--- src/rtl/vip_axi4_burst_addr_gen.sv ---
// vip_axi4_burst_addr_gen
//   Takes one AW/AR-style request, checks it against the AXI4 burst rules and
//   then emits one per-beat descriptor (address, byte lane, index, last) for
//   each beat_valid/beat_ready handshake. Supports FIXED, INCR and WRAP bursts.
//
// Ports
//   clk, rst_n                      clock, asynchronous active-low reset
//   req_valid/req_ready             request handshake
//   req_id/addr/len/size/burst      AXI request fields
//   beat_valid/beat_ready           beat descriptor handshake
//   beat_id/addr/lane/index/last    per-beat descriptor
//   err_valid/err_code              one-cycle reject pulse with reason bits
//                                   (0 reserved burst, 1 illegal WRAP,
//                                    2 size wider than bus, 3 4 KB crossing)
//
// Configuration
//   VIP_AXI4_BURST_4K_CHECK_EN      when defined, INCR bursts that cross a
//                                   4 KB boundary are rejected (err_code[3]);
//                                   otherwise err_code[3] is always 0.
module vip_axi4_burst_addr_gen #(
  parameter int ID_WIDTH_P   = 4,
  parameter int ADDR_WIDTH_P = 32,
  parameter int DATA_WIDTH_P = 64,
  localparam int BUS_BYTES   = DATA_WIDTH_P / 8,
  localparam int LANE_W      = (BUS_BYTES > 1) ? $clog2(BUS_BYTES) : 1
) (
  input  logic                    clk,
  input  logic                    rst_n,
  input  logic                    req_valid,
  output logic                    req_ready,
  input  logic [ID_WIDTH_P-1:0]   req_id,
  input  logic [ADDR_WIDTH_P-1:0] req_addr,
  input  logic [7:0]              req_len,
  input  logic [2:0]              req_size,
  input  logic [1:0]              req_burst,
  output logic                    beat_valid,
  input  logic                    beat_ready,
  output logic [ID_WIDTH_P-1:0]   beat_id,
  output logic [ADDR_WIDTH_P-1:0] beat_addr,
  output logic [LANE_W-1:0]       beat_lane,
  output logic [7:0]              beat_index,
  output logic                    beat_last,
  output logic                    err_valid,
  output logic [3:0]              err_code
);

  typedef logic [ADDR_WIDTH_P-1:0] addr_t;
  typedef enum logic {IDLE = 1'b0, ACTIVE = 1'b1} state_t;

  localparam logic [1:0] BURST_FIXED = 2'b00;
  localparam logic [1:0] BURST_INCR  = 2'b01;
  localparam logic [1:0] BURST_WRAP  = 2'b10;
  localparam logic [1:0] BURST_RSVD  = 2'b11;
  localparam logic [2:0] MAX_SIZE    = 3'($clog2(BUS_BYTES));

  function automatic addr_t size_bytes(input logic [2:0] size);
    return addr_t'(1) << size;
  endfunction

  function automatic addr_t align_down(input addr_t a, input addr_t s);
    return a & ~(s - addr_t'(1));
  endfunction

  // WRAP addresses are always size-aligned, so align+S is also their plain
  // increment; only the upper-bound fold-back differs from INCR.
  function automatic addr_t next_addr(input addr_t a, input logic [2:0] size,
                                      input logic [1:0] burst,
                                      input addr_t lower, input addr_t upper);
    addr_t s;
    addr_t n;
    addr_t r;
    s = size_bytes(size);
    n = align_down(a, s) + s;
    case (burst)
      BURST_FIXED: r = a;
      BURST_WRAP:  r = (n == upper) ? lower : n;
      default:     r = n;
    endcase
    return r;
  endfunction

  state_t                  state_q, state_d;
  logic [ID_WIDTH_P-1:0]   id_q;
  addr_t                   addr_q;
  addr_t                   lower_q;
  addr_t                   upper_q;
  logic [7:0]              len_q;
  logic [7:0]              index_q;
  logic [2:0]              size_q;
  logic [1:0]              burst_q;
  logic                    err_valid_q;
  logic [3:0]              err_code_q;

  logic                    req_fire;
  logic                    beat_fire;
  logic [3:0]              req_err;
  addr_t                   req_s;
  addr_t                   wrap_w;
  addr_t                   wrap_lower;

  assign req_ready = (state_q == IDLE);
  assign req_fire  = req_valid && req_ready;
  assign beat_fire = beat_valid && beat_ready;

  assign req_s      = size_bytes(req_size);
  assign wrap_w     = (addr_t'(req_len) + addr_t'(1)) << req_size;
  assign wrap_lower = align_down(req_addr, wrap_w);

`ifdef VIP_AXI4_BURST_4K_CHECK_EN
  // One extra bit so a burst running off the top of the address space is
  // also seen as leaving the starting 4 KB page.
  logic [ADDR_WIDTH_P:0] incr_last;
  logic                  crosses_4k;
  assign incr_last  = {1'b0, align_down(req_addr, req_s)}
                    + (({1'b0, addr_t'(req_len)} + 1'b1) << req_size)
                    - 1'b1;
  assign crosses_4k = (incr_last >> 12) != ({1'b0, req_addr} >> 12);
`endif

  always_comb begin
    req_err    = '0;
    req_err[0] = (req_burst == BURST_RSVD);
    req_err[1] = (req_burst == BURST_WRAP) &&
                 (!(req_len inside {8'd1, 8'd3, 8'd7, 8'd15}) ||
                  ((req_addr & (req_s - addr_t'(1))) != '0));
    req_err[2] = (req_size > MAX_SIZE);
`ifdef VIP_AXI4_BURST_4K_CHECK_EN
    req_err[3] = (req_burst == BURST_INCR) && crosses_4k;
`endif
  end

  always_ff @(posedge clk or negedge rst_n) begin
    if (!rst_n) state_q <= IDLE;
    else        state_q <= state_d;
  end

  always_comb begin
    state_d = state_q;
    case (state_q)
      IDLE:    if (req_fire && (req_err == '0)) state_d = ACTIVE;
      ACTIVE:  if (beat_fire && beat_last)      state_d = IDLE;
      default: state_d = IDLE;
    endcase
  end

  always_ff @(posedge clk or negedge rst_n) begin
    if (!rst_n) begin
      id_q        <= '0;
      addr_q      <= '0;
      lower_q     <= '0;
      upper_q     <= '0;
      len_q       <= '0;
      index_q     <= '0;
      size_q      <= '0;
      burst_q     <= '0;
      err_valid_q <= 1'b0;
      err_code_q  <= '0;
    end else begin
      err_valid_q <= req_fire && (req_err != '0);
      if (req_fire && (req_err != '0)) err_code_q <= req_err;
      if (req_fire && (req_err == '0)) begin
        id_q    <= req_id;
        addr_q  <= req_addr;
        lower_q <= wrap_lower;
        upper_q <= wrap_lower + wrap_w;
        len_q   <= req_len;
        index_q <= '0;
        size_q  <= req_size;
        burst_q <= req_burst;
      end else if (beat_fire) begin
        addr_q  <= next_addr(addr_q, size_q, burst_q, lower_q, upper_q);
        index_q <= index_q + 8'd1;
      end
    end
  end

  assign beat_valid = (state_q == ACTIVE);
  assign beat_id    = id_q;
  assign beat_addr  = addr_q;
  assign beat_index = index_q;
  assign beat_last  = beat_valid && (index_q == len_q);
  assign err_valid  = err_valid_q;
  assign err_code   = err_code_q;

  generate
    if (BUS_BYTES > 1) begin : g_lane
      assign beat_lane = addr_q[LANE_W-1:0];
    end else begin : g_lane_narrow
      assign beat_lane = '0;
    end
  endgenerate

endmodule
--- config.mk ---
export PLATFORM = sky130hd
export DESIGN_NAME = vip_axi4_burst_addr_gen
export DESIGN_NICKNAME = d
export VERILOG_FILES = /design/src/rtl/vip_axi4_burst_addr_gen.sv
export SDC_FILE = /design/constraint.sdc
export NUM_CORES = 1
export LEC_CHECK = 0
export CORE_MARGIN = 2
export CORE_UTILIZATION = 35
export DETAILED_ROUTE_END_ITERATION = 10
export PLACE_DENSITY = 0.64
export SYNTH_ARGS = -nofsm -noshare
export SYNTH_HDL_FRONTEND = slang
export SYNTH_SLANG_ARGS = --single-unit
--- constraint.sdc ---
create_clock -name clk -period 6.18 [get_ports clk]
set_input_delay 1.854 -clock clk [delete_from_list [all_inputs] [get_ports clk]]
set_output_delay 1.854 -clock clk [all_outputs]
set_load 0.02 [all_outputs]
# Word level (Yosys, flattened, before mapping)
# Cells that the tools add are included.
# totals
regBits	126
latchBits	0
ramBits	0
rom_bits	0
input_bits	53
output_inout_bits	55
wordCells	63
n_memories	0
# classes
n_addsub	7
multipliers	0
n_div	0
magnitude_cmp	1
eq_ne	10
n_shift	3
n_mux	9
bitwise	6
reduce_logical	16
# ops
cell	count
bitwise AND 32 bit	3
2-to-1 mux 32 bit	3
subtractor 32 x 1 -> 32 bit, second input constant	3
adder 32 bit	2
NOT 32 bit	2
case mux 32 bit (2 select lines)	1
<< shifter 1 x 3 -> 32 bit, first input constant	2
== test 32 bit	1
nonzero test 32 bit	1
<< shifter 9 x 3 -> 32 bit	1
2-to-1 mux 8 bit	2
adder 8 x 1 -> 9 bit, second input constant	1
adder 8 x 1 -> 8 bit, second input constant	1
== test 8 x 1 -> 1 bit, second input constant	1
== test 8 x 2 -> 1 bit, second input constant	1
== test 8 x 3 -> 1 bit, second input constant	1
== test 8 x 4 -> 1 bit, second input constant	1
== test 8 bit	1
nonzero test 4 bit	2
logical AND 1 bit	7
== test 2 bit, second input constant	3
zero test 4 bit	1
> comparator 3 x 2 -> 1 bit, second input constant	1
zero test 2 bit	1
other kinds (8)	9

# Depth between registers and ports, before layout
# logic_depth
depth_word	10
depth_mapped	24

# Least setup slack after synthesis
# No wires, ideal clock.
# synth_path
path_kind	input-to-reg
from	input port req_len[0]
to	register upper_q[20]
setup_ps	134
t_arrival_ps	6153
t_required_ps	6046
setup_slack_ps	-107
stages	22
cell_sequence	ha_1 > clkbuf_1 > nand3_1 > o21a_1 > or3_1 > a31o_2 > o21a_1 > nor4_1 > nor3b_1 > ha_1 > a21o_1 > a21oi_1 > o21ai_0 > a21oi_1 > inv_1 > a21oi_1 > nand2_1 > o21ai_0 > buf_2 > nor3_1 > a22oi_1 > o31ai_1
# synth_between
word_cells_on_any_way	16
classes_between	add/sub (3); eq/ne (4); shift (1); bitwise (2); reduce/logical (6)
# synth_lines
element	line	rtl
start, declared	33	input logic [7:0] req_len,
adder 8 x 1 -> 9 bit	106	assign wrap_w = (addr_t'(req_len) + addr_t'(1)) << req_size;
<< shifter 9 x 3 -> 32 bit	106	
subtractor 32 x 1 -> 32 bit	61	return a & ~(s - addr_t'(1));
NOT 32 bit	61	
bitwise AND 32 bit	61	
via wrap_lower[8]	99	addr_t wrap_lower;
adder 32 bit	165	upper_q <= wrap_lower + wrap_w;
end signal, assigned	165	
end, declared	86	addr_t upper_q;
# The timed path passes the listed nets, and every way through them passes these cells.
# A chain may end at the register's enable or synchronous reset.

# Worst setup path in the final report
# layout_path
from	input port req_len[4]
to	register upper_q[25]
# Same word-level chain as after synthesis.

==> impl_metrics.ini <==
[finish]
drive_gt1_share_pct = 17.0
insertedDiodeCount = 0
layout.nets = 1552
fin_util_pct = 46.6
syn2layout_area_growth_pct = 30.2
final_cells = 1874
final_area_um2 = 13500

[detailed_routing]
num_vias = 10685
ant_nets = 0
drcViolationCount = 0
viasPerCell = 5.70
dr.pass1.iters = 5
post_drt_wl_per_cell_um = 19.5
drt_iter0_drc = 977
drt-total-wl_um = 36600

[synthesis]
avgSynthCellArea_um2 = 8.01
syn_area_um2 = 10400
yosysTopAreaCell = dfrtp_1
ys_seq_area_share_pct = 30.4
synth_ff_type = dfrtp_1
ys_async_sr_fraction_pct = 100
synth.net_count = 1368
synth_enable_flop_cells = 0
ys_ff_latch = 126
ys_top_cells_by_area = dfrtp_1 30%, nand2_1 7.4%, o21ai_0 4.8%
yosys.area.top_type_share_pct = 30.4
ys_warn_count = 0
ys_types = 89
synthCells = 1293

[clocking]
path_clk_slew_ns = 0.06
tritoncts = built
cts.sinks = 126
postCtsHoldBufs = 0
h-tree-depth = 4
cts_root_buf = clkbuf_16
clock_path_buffers = 2
cts_buffers = 17
clock_latency_ns = 0.43

[worst_hold_path]
hold_path_class = register to register
whs_path_depth = 1

[floorplan]
die-width_um = 176
die_y_um = 176
ios = 108
rows = 62
dieArea_um2 = 31000
initial_core_util_pct = 35.8
fp.coreArea_um2 = 28900

[placement]
pre_cts_ws_ns = -0.491
dpl.cell_count = 1837
finalWeightedCongestion = 0.929
dpl.hpwl_um = 27800
place_area_um2 = 12600
portBuffers = 106

[sta]
setup_slack_ns = 0.280
setup_viol = 0
rsz0062_at_grt = no
hold_ws_ns = 0.477
hold_viol_final = 0
final.setup.tns_ns = 0
clock_skew_ns = 0.0183
fin_crit_sh_pct = 95.5
max_freq_mhz = 169
post-route-min-period_ns = 5.90
tightest_slew_ns = 1.19
finalMaxSlewViolations = 0
max_slew_margin_pct = 20.4

[status]
outcome = finished, final reports clean

[power_and_ir_drop]
total_power_mw = 5.32
leakage_nw = 5.70
irDropWorstVdd_uv = 199
p_per_area_nw_per_um2 = 394

[setup_path]
critical_path_class = input port to register
worstPathMaxFanout = 5
crit_path_end_kind = register
critical_path_required_ns = 6.54
worstSetupStartpointType = input port
reg2reg_depth = 15
worstPathArrival_ns = 6.26

[global_routing]
grt_pass1_vias = 10263
grt_pass1_wl_um = 57600
overflow = 0
antenna_found_initial = 0
grt_max_degree = 89
grtUsageTotal_pct = 23.6

[job]
maxCapViolCount = 0
==> cell usage in the layout (no fill, tap or decap), types with 34 or more instances in the layout <==
master,count
nand3_1,47
a21oi_1,41
dfrtp_1,126
buf_4,147
o21ai_0,98
nor2_1,67
mux2i_1,34
nand2_1,203
clkdlybuf4s50_1,100
inv_1,37
xor2_1,49
xnor2_1,55
==> worst paths after layout <==
check                      slack (ns)                     from                         to
max                              0.28               req_len[4]    upper_q[25]$_DFFE_PN0P_
min                              0.48  lower_q[31]$_DFFE_PN0P_    lower_q[31]$_DFFE_PN0P_
max reg2reg                      0.93    size_q[1]$_DFFE_PN0P_  beat_addr[16]$_DFFE_PN0P_
min reg2reg                      0.48  lower_q[31]$_DFFE_PN0P_    lower_q[31]$_DFFE_PN0P_
max in group asynchronous        3.61                    rst_n   beat_addr[4]$_DFFE_PN0P_
min in group asynchronous        1.50                    rst_n     beat_id[3]$_DFFE_PN0P_
==> sequential cells by signal, summed over array words and instances, names as in the netlist <==
name	cells
beat_addr	32
lower_q	32
upper_q	32
beat_index	8
len_q	8
beat_id	4
err_code	3
size_q	3
burst_q	2
beat_valid	1
err_valid	1
==> repair_timing <==
item / CTS / global route
setup buffers: 1 / 4
endpoints found under the setup margin: 5 / 20
pin swaps: 1 / 6
resized for setup: 3 / 32
==> layout make-up <==
cell class              instances  area [um2]
well taps                     384         480
multi-input cells            1037        6820
flip-flops and latches        126        3150
inverters                      37         139
fillers                      2835       15400
repair buffers                258        2260
clock buffers                  22         484
clock inverters                10         153
==> logic make-up after synthesis <==
| logic type | Yosys count | synth area share, % |
|---|---|---|
| DFF | 126 | 30.4 |
| adders and majority gates | 22 | 2.66 |
| AOI/OAI and AO/OA | 325 | 21.4 |
| buffers and inverters | 130 | 5.48 |
| other | 1 | 0.0362 |
| and+or+nand+nor | 532 | 25.8 |
| xor gates and xnor gates | 106 | 9.09 |
| muxes | 51 | 5.13 |
==> where the power goes <==
group	total, mW	switching [mW]	internal, mW
clock network	1.09	0.402	0.685
logic	2.61	1.44	1.17
registers	1.63	0.447	1.18
total	5.32	2.29	3.03
==> metal layers <==
| layer | part of all wire (%) | global-route usage, % |
|---|---|---|
| met5 | 0 | 0 |
| met4 | 2.8 | 7.27 |
| met3 | 6.8 | 3.60 |
| met2 | 46 | 38.3 |
| met1 | 44 | 32.5 |
==> synthesized netlist by cell type, types with 5 or more instances <==
| master | count |
|---|---|
| and3_1 | 22 |
| inv_1 | 37 |
| a32oi_1 | 6 |
| o21a_1 | 7 |
| buf_2 | 22 |
| o21ai_0 | 100 |
| nand2b_1 | 18 |
| o211ai_1 | 17 |
| o22ai_1 | 9 |
| and4_1 | 5 |
| o31ai_1 | 10 |
| a31oi_1 | 9 |
| xor2_1 | 49 |
| nor4_1 | 19 |
| nor2b_1 | 17 |
| clkbuf_1 | 55 |
| mux2_2 | 17 |
| mux2i_1 | 34 |
| nor3b_1 | 8 |
| or2_2 | 5 |
| and2_1 | 17 |
| a21o_1 | 9 |
| a22oi_1 | 29 |
| ha_1 | 22 |
| or3_1 | 18 |
| nand3_1 | 49 |
| and3b_1 | 5 |
| xnor2_1 | 56 |
| buf_4 | 9 |
| nand4_1 | 22 |
| a311o_1 | 5 |
| nor3_1 | 29 |
| nor2_1 | 68 |
| a211oi_1 | 8 |
| buf_1 | 5 |
| a21oi_1 | 44 |
| nand2_1 | 205 |
| dfrtp_1 | 126 |
| o2111ai_1 | 5 |
| a221oi_1 | 6 |
==> worst max-delay path: stages <==
cell             delay [ns]
clkdlybuf4s50_1        0.53
nand2_1                0.08
or4b_2                 0.69
nand4_1                0.15
and3_1                 0.25
nand3_2                0.15
o31a_1                 0.28
nor3b_2                0.20
ha_1                   0.27
a21o_1                 0.19
a21oi_2                0.17
o21ai_2                0.08
a21oi_2                0.15
inv_1                  0.07
a21oi_1                0.11
nand3_1                0.13
a31o_4                 0.27
and3_2                 0.25
a211o_1                0.29
nand3_1                0.07
Power figures use the tool's default switching activity.
